[config.mk]
export PLATFORM = sky130hd
export DESIGN_NAME = uart_ctrl
export DESIGN_NICKNAME = d
export VERILOG_FILES = /design/src/rtl/uart_ctrl.sv
export SDC_FILE = /design/constraint.sdc
export NUM_CORES = 1
export LEC_CHECK = 0
export ABC_AREA = 1
export BUFFER_PORTS_ARGS = -buffer_cell sky130_fd_sc_hd__buf_2
export CAP_MARGIN = 40
export CORE_MARGIN = 2
export CORE_UTILIZATION = 50
export CTS_BUF_LIST = sky130_fd_sc_hd__clkbuf_2 sky130_fd_sc_hd__clkbuf_4 sky130_fd_sc_hd__clkbuf_8
export DETAILED_ROUTE_END_ITERATION = 8
export HOLD_SLACK_MARGIN = 0.03
export PLACE_DENSITY = 0.73
export SKIP_CTS_REPAIR_TIMING = 1
export SLEW_MARGIN = 0
export SYNTH_ARGS = -nofsm -noshare
export SYNTH_HDL_FRONTEND = slang
export SYNTH_SLANG_ARGS = --single-unit
[constraint.sdc]
create_clock -name sysclk -period 3 [get_ports sysclk]
set_input_delay 0 -clock sysclk [delete_from_list [all_inputs] [get_ports sysclk]]
set_output_delay 0 -clock sysclk [all_outputs]
set_load 0.01 [all_outputs]
[src/rtl/uart_ctrl.sv]
// Memory-mapped UART controller: baud tick generator, TX/RX byte FIFOs,
// transmitter sequencing FSM, control/status register and interrupt request.
module uart_ctrl #(
  parameter int unsigned CLK_HZ = 100000000,
  parameter int unsigned BAUD   = 9600,
  parameter int unsigned DEPTH  = 4
) (
  input  logic        sysclk,
  input  logic        reset,
  input  logic        mem_rd,
  input  logic        mem_wr,
  input  logic [31:0] addr,
  input  logic [31:0] wdata,
  output logic [31:0] rdata,
  output logic        baud_tick,
  output logic        tx_start,
  output logic [7:0]  tx_data,
  input  logic        tx_busy,
  input  logic        rx_valid,
  input  logic [7:0]  rx_data,
  output logic        irq
);

  localparam int unsigned DIV = CLK_HZ / (BAUD * 16);
  localparam int unsigned BW  = (DIV > 1) ? $clog2(DIV) : 1;
  localparam int unsigned PW  = $clog2(DEPTH);
  localparam int unsigned CW  = PW + 1;

  localparam logic [31:0] ADDR_TXD = 32'h4000_0018;
  localparam logic [31:0] ADDR_RXD = 32'h4000_001C;
  localparam logic [31:0] ADDR_CON = 32'h4000_0020;

  typedef enum logic [1:0] {IDLE, START, ACK, DRAIN} tx_state_t;

  tx_state_t     state;
  logic [BW-1:0] baud_cnt;
  logic [7:0]    tx_mem [DEPTH];
  logic [7:0]    rx_mem [DEPTH];
  logic [PW-1:0] tx_wr, tx_rd, rx_wr, rx_rd;
  logic [CW-1:0] tx_count, rx_count;
  logic          tx_ie, rx_ie, rx_ovr, tx_ovf;

  logic tx_push_req, tx_pop, tx_full, tx_push_ok, tx_idle;
  logic rx_pop, rx_full, rx_ne, rx_push_ok;
  logic con_wr;
  logic [7:0]  rx_head;
  logic [31:0] con_val;
  logic unused_wdata;

  assign unused_wdata = ^wdata[31:8];

  // Baud divider: tick in the last cycle of each DIV-cycle period
  always_ff @(posedge sysclk) begin
    if (reset) begin
      baud_cnt <= '0;
    end else if (baud_cnt == BW'(DIV - 1)) begin
      baud_cnt <= '0;
    end else begin
      baud_cnt <= baud_cnt + BW'(1);
    end
  end

  assign baud_tick = (baud_cnt == BW'(DIV - 1));

  assign tx_push_req = mem_wr && (addr == ADDR_TXD);
  assign tx_pop      = (state == START);
  assign tx_full     = (tx_count == CW'(DEPTH));
  // A pop in the same cycle frees the slot, so a push into a full FIFO is kept
  assign tx_push_ok  = tx_push_req && (!tx_full || tx_pop);
  assign tx_idle     = (tx_count == '0) && (state == IDLE) && !tx_busy;

  assign rx_ne       = (rx_count != '0);
  assign rx_full     = (rx_count == CW'(DEPTH));
  assign rx_pop      = mem_rd && (addr == ADDR_RXD) && rx_ne;
  assign rx_push_ok  = rx_valid && (!rx_full || rx_pop);
  assign rx_head     = rx_ne ? rx_mem[rx_rd] : 8'h00;

  assign con_wr      = mem_wr && (addr == ADDR_CON);

  // FIFO storage needs no reset; pointers and counts define validity
  always_ff @(posedge sysclk) begin
    if (tx_push_ok) tx_mem[tx_wr] <= wdata[7:0];
    if (rx_push_ok) rx_mem[rx_wr] <= rx_data;
  end

  always_ff @(posedge sysclk) begin
    if (reset) begin
      tx_wr    <= '0;
      tx_rd    <= '0;
      tx_count <= '0;
      rx_wr    <= '0;
      rx_rd    <= '0;
      rx_count <= '0;
    end else begin
      if (tx_push_ok) tx_wr <= tx_wr + PW'(1);
      if (tx_pop)     tx_rd <= tx_rd + PW'(1);
      tx_count <= tx_count + CW'(tx_push_ok) - CW'(tx_pop);
      if (rx_push_ok) rx_wr <= rx_wr + PW'(1);
      if (rx_pop)     rx_rd <= rx_rd + PW'(1);
      rx_count <= rx_count + CW'(rx_push_ok) - CW'(rx_pop);
    end
  end

  // Control/status: sticky flags set on drops; a set in the same cycle wins over W1C
  always_ff @(posedge sysclk) begin
    if (reset) begin
      tx_ie  <= 1'b0;
      rx_ie  <= 1'b0;
      rx_ovr <= 1'b0;
      tx_ovf <= 1'b0;
    end else begin
      if (con_wr) begin
        tx_ie <= wdata[0];
        rx_ie <= wdata[1];
        if (wdata[5]) rx_ovr <= 1'b0;
        if (wdata[6]) tx_ovf <= 1'b0;
      end
      if (rx_valid && !rx_push_ok)  rx_ovr <= 1'b1;
      if (tx_push_req && !tx_push_ok) tx_ovf <= 1'b1;
    end
  end

  // Transmitter sequencing: one start pulse per byte, then follow tx_busy
  always_ff @(posedge sysclk) begin
    if (reset) begin
      state    <= IDLE;
      tx_start <= 1'b0;
      tx_data  <= 8'h00;
    end else begin
      tx_start <= 1'b0;
      case (state)
        IDLE: begin
          if ((tx_count != '0) && !tx_busy) begin
            state    <= START;
            tx_start <= 1'b1;
            tx_data  <= tx_mem[tx_rd];
          end
        end
        START: state <= ACK;
        ACK:   if (tx_busy)  state <= DRAIN;
        DRAIN: if (!tx_busy) state <= IDLE;
        default: state <= IDLE;
      endcase
    end
  end

  assign con_val = {25'b0, tx_ovf, rx_ovr, tx_idle, tx_full, rx_ne, rx_ie, tx_ie};

  always_comb begin
    rdata = 32'h0;
    if (mem_rd) begin
      case (addr)
        ADDR_RXD: rdata = {24'b0, rx_head};
        ADDR_CON: rdata = con_val;
        default:  rdata = 32'h0;
      endcase
    end
  end

  assign irq = (rx_ie && rx_ne) || (tx_ie && tx_idle);

endmodule

==> results.ini, run 1 <==
[hold_path]
worstHoldEndpoint = tx_wr[1]
min_from = addr[2]
min_path_type = input port to flop
hold_depth = 5

[synthesis]
ys_seq_area_share_pct = 54.9
synthTopCellsByArea = edfxtp_1 (38%), dfxtp_1 (16%), nor2_1 (8.3%), ha_1 (4.8%), inv_1 (4.7%)
synth_top_area_share_pct = 38.4
yosysMostFrequentCell = nor2_1
ys_ff_latch = 105
ys_warn_count = 0
synth.distinct_cells = 39
synthesis.area_sq_um = 5000
ys.flop_type = edfxtp_1
syn_area_per_cell_sq_um = 9.21
synth_common_cells = nor2_1 (110), edfxtp_1 (64), inv_1 (62)
syn_inst = 543
yosysTopAreaCell = edfxtp_1
synth_edf_count = 64
async_flop_share_pct = 0

[floorplanning]
dieArea_sq_um = 10800
ios = 121
die_x_um = 104
core_area_sq_um = 9730
start_util_pct = 51.4
die_h_um = 104
rows = 36

[setup_path]
path_common_cell = inv_1
reg2reg_slack_ns = 0.54
cp-end-kind = flop
arrival_ns = 2.73
rr_worst_depth = 12
cpMaxStageDelayCell = fa_1
required_ns = 3.27
slowest_delay_ns = 0.38
worstReg2RegStart = state[1]
crit_chain = inv_1, ha_1, nor3_2, inv_1, nand2_2, ha_1, inv_1, ha_1, inv_1, fa_1, o21ai_0, a21oi_1
r2r-end = tx_count[2]
worstSetupPathType = flop to flop
cp.buffers_inverters = 4
start_kind = flop
path_max_fanout = 5
crit_family = adder cells

[cts]
clock_sinks = 105
cts_root_buf = clkbuf_8
clk-insertion-delay-late_ns = 0.37
clockBufferDepth = 2
cts_tree = done
cts_made_buffers = 9
h-tree-depth = 3
clkTransAtPathRegs_ns = 0.11

[power_and_ir_drop]
intPower_mw = 2.19
seqPwrFrac_pct = 54.1
comb_power_share_pct = 19.7
p_sw_mw = 0.962
powerDensity_nw_per_um2 = 546
clkPwrFrac_pct = 26.3
peakVddDrop_v = 0.000252
p_leak_nw = 2.41
p_sw_share_pct = 30.5

[grt]
antenna_found_initial = 0
gr-usage-all-layers_pct = 17.9
grt-ovfl-total = 0
grt_pass1_vias = 3467
grt_start_max_net_pins = 22
grt_first_pass_wirelength_um = 15500

[timing]
hold_viol_final = 0
setup_ws_ns = 0.544
skew_ns = 0.0115
fin_crit_sh_pct = 81.9
hold_ws_ns = 0.0215
fmax_mhz = 407
tns_ns = 0
relSlewSlack_pct = 42.9
maxSlewViolCount = 0
rsz0062_at_grt = false
setup_viol = 0
worst_slew_pin_slew_ns = 0.853
period_needed_ns = 2.46

[detailed_routing]
dr.pass1.iters = 4
drc = 0
vias_per_cell = 4.96
vias = 3841
drt_iter0_drc = 176
wl_per_cell_um = 12.7
drt-total-wl_um = 9850
ant_nets = 0

[final_layout]
n_antenna_cell = 0
syn_to_final_growth_pct = 15.5
fin_cells = 774
layout-drive-gt1-share_pct = 18.1
nNetsFinal = 735

[flow_run]
maxCapViolations = 0

[run_status]
outcome = finished clean

[place]
place_ws_ns = 0.563
hpwl_um = 6840
dpl.cell_count = 738
gp_congestion = 0.835
port-buffer-count = 72

per-stage QoR:
step	power (mW)	area [sq um]	util, %
2_1_floorplan	2.16	5080	-
3_3_place_gp	2.30	5390	55.4
3_5_place_dp	2.34	5390	55.4
4_1_cts	3.15	5580	57.3
5_1_grt	3.31	5780	59.4
6_report	3.15	5780	59.4
sequential cells by signal, summed over array words and instances (netlist names), named ones only:
| signal | flops |
|---|---|
| rx_rd | 2 |
| tx_ie | 1 |
| rx_ie | 1 |
| tx_count | 3 |
| rx_ovr | 1 |
| rx_mem | 32 |
| tx_wr | 2 |
| tx_data | 8 |
| state | 2 |
| tx_ovf | 1 |
| tx_start | 1 |
| tx_mem | 32 |
| rx_wr | 2 |
| tx_rd | 2 |
| rx_count | 3 |
| baud_cnt | 10 |
layout make-up:
cell class / instances / area, sq um
Inverter: 69 / 265
Timing Repair Buffer: 93 / 568
Sequential cell: 105 / 2740
Fill cell: 846 / 3950
Multi-Input combinational cell: 358 / 1850
Tap cell: 133 / 166
Clock buffer: 9 / 124
Clock inverter: 7 / 61.3
logic make-up (layout without fill, tap and decap cells):
family          after synthesis  in the layout  synth area share (%)
other cells                   1             24                0.0750
fa+ha+maj                    21             21                  5.56
buf+inv                     103            178                  9.89
compound gates               85             85                  9.09
simple gates                226            226                  20.2
xor+xnor                      2              2                 0.351
flops                       105            105                  54.9
worst max path at each step:
| stage | start | endpoint | cells past startpoint |
|---|---|---|---|
| final | state[1] | tx_count[2] | 12 |
| after global routing | state[1] | tx_count[2] | 12 |
| after CTS | state[1] | tx_count[2] | 12 |
| after detailed placement | state[1] | tx_count[2] | 12 |
| after global placement | state[1] | tx_count[2] | 12 |
| after floorplan | rx_count[1] | rx_count[2] | 11 |
power by group through the flow:
stage	clock, mW	combinational [mW]	sequential (mW)
final	0.828	0.621	1.70
after global routing	0.898	0.699	1.72
after CTS	0.840	0.604	1.70
after detailed placement	0	0.601	1.74
after global placement	0	0.569	1.73
after floorplan	0	0.415	1.75
per-layer routing:
layer	wire length (um)	GRT usage, %
met1	4150	21.9
met2	4900	31.5
met3	628	3.63
met4	166	5.98
met5	0	0
cells in the final DEF, fill, tap and decap left out, types with 2 or more instances in the layout:
cell / instances
ha_1: 19
nor4_1: 2
nand2_2: 6
nand2_1: 58
clkbuf_8: 9
fa_1: 2
nor2_2: 3
inv_8: 2
conb_1: 24
clkinv_4: 2
dfxtp_1: 41
o22ai_1: 7
a31oi_1: 8
buf_2: 72
nor3_1: 9
nand4_1: 6
o21ai_0: 44
a21oi_1: 21
xor2_1: 2
inv_2: 4
nor2_4: 4
clkinv_2: 2
dlygate4sd3_1: 20
o21ai_1: 2
nor3_2: 3
nor3b_1: 2
inv_6: 2
nor2_1: 110
nand3_1: 17
edfxtp_1: 64
inv_1: 62
tightest hold or removal path, stage by stage:
cell	delay, ns
buf_2	0.10
nor3_1	0.06
nand4_1	0.08
nand2_1	0.04
nor2_1	0.07
Power figures use the tool's default switching activity.
==> run 2, diff against run 1 <==
clock period = 2.4 ns   (was 3 ns; I/O delays follow)
==> results.ini, run 2 (synthesized netlist as in run 1, its figures left out) <==
[floorplanning]
core_area_sq_um = 9730
die_h_um = 104
ios = 121
rows = 36
start_util_pct = 51.4
die_x_um = 104
dieArea_sq_um = 10800

[detailed_routing]
ant_nets = 0
drc = 0
vias = 3844
dr.pass1.iters = 4
drt_iter0_drc = 191
drt-total-wl_um = 9970
vias_per_cell = 4.85
wl_per_cell_um = 12.6

[cts]
h-tree-depth = 3
clk-insertion-delay-late_ns = 0.37
cts_tree = done
cts_root_buf = clkbuf_8
clock_sinks = 105
cts_made_buffers = 9
clkTransAtPathRegs_ns = 0.10
clockBufferDepth = 2

[final_layout]
fin_cells = 792
reg.largest.list = rx_mem: 32 flops, tx_mem: 32 flops, baud_cnt: 10 flops
layout-drive-gt1-share_pct = 20.9
layout.cell_area.non_filler_sq_um = 5970
syn_to_final_growth_pct = 19.5
final_core_util_pct = 61.4
final_cell_mix = nor2_1 (109), buf_2 (72), edfxtp_1 (64)
mostFrequentLayoutCell = nor2_1
n_antenna_cell = 0
nNetsFinal = 753

[grt]
antenna_found_initial = 0
gr-usage-all-layers_pct = 18.6
grt_first_pass_wirelength_um = 16000
grt_pass1_vias = 3559
grt_start_max_net_pins = 21
grt-ovfl-total = 0

[power_and_ir_drop]
peakVddDrop_v = 0.000345
p_leak_nw = 2.50
powerDensity_nw_per_um2 = 692
finalPower_mw = 4.13

[timing]
worst_slew_pin_slew_ns = 0.588
relSlewSlack_pct = 60.7
tns_ns = 0
period_needed_ns = 2.33
setup_viol = 0
hold_ws_ns = 0.00389
hold_viol_final = 0
skew_ns = 0.0110
maxSlewViolCount = 0
setup_ws_ns = 0.0749
fmax_mhz = 430
fin_crit_sh_pct = 96.9

[place]
port-buffer-count = 72
place_ws_ns = 0.0177
gp_congestion = 0.813
dpl.cell_count = 751
hpwl_um = 6870
dpl-instance-area_sq_um = 5490

[setup_path]
cpMaxStageDelayCell = dfxtp_4
slowest_delay_ns = 0.38
crit_chain = nor3_2, nor2_2, nand3_2, nand2_4, nand2_2, ha_4, inv_1, ha_1, fa_1, or2_2, a21oi_1
worstSetupPathType = flop to flop
reg2reg_slack_ns = 0.07
required_ns = 2.71
arrival_ns = 2.63
start_kind = flop
path_max_fanout = 5
cp-end-kind = flop

[hold_path]
min_path_type = input port to flop

[flow_run]
maxCapViolations = 0

[run_status]
outcome = finished clean

run 2: changes by cell type in the layout (fill, tap and decap cells not counted), sizes merged:
cell	before	now
inv	70	66
bufinv	0	2
clkinv	5	7
buf	73	91
run 2: final timing paths:
path / start / endpoint / cells after the start
max: rx_count[1] / rx_count[2] / 11
min: addr[2] / tx_wr[1] / 5
max reg2reg: rx_count[1] / rx_count[2] / 11
min reg2reg: baud_cnt[0] / baud_cnt[0] / 1
run 2: power by group:
group          switching [mW]  internal [mW]
Sequential             0.0763           2.06
Clock                   0.574          0.577
Combinational           0.514          0.333
run 2: cell type report:
| class | count | area, sq um |
|---|---|---|
| Timing Repair Buffer | 111 | 703 |
| Tap cell | 133 | 166 |
| Inverter | 69 | 265 |
| Clock buffer | 9 | 124 |
| Multi-Input combinational cell | 358 | 1880 |
| Fill cell | 797 | 3760 |
| Sequential cell | 105 | 2750 |
| Clock inverter | 7 | 85.1 |
run 2: layer usage:
layer | track usage (%) | part of all wire, % | up-vias
met5 | 0 | 0 | -
met4 | 7.63 | 1.8 | 0
met3 | 4.95 | 5.5 | 15
met2 | 31.9 | 50 | 118
met1 | 22.3 | 43 | 1747
li1 | - | - | 1964
run 2: worst max-delay path: cells and delay by family, from the launching register on:
kind	cells	cell delay, ns
AOI/OAI and AO/OA	1	0.12
buffers and inverters	1	0.04
adders and majority gates	3	0.83
and+or+nand+nor	6	0.90
DFF	1	0.38
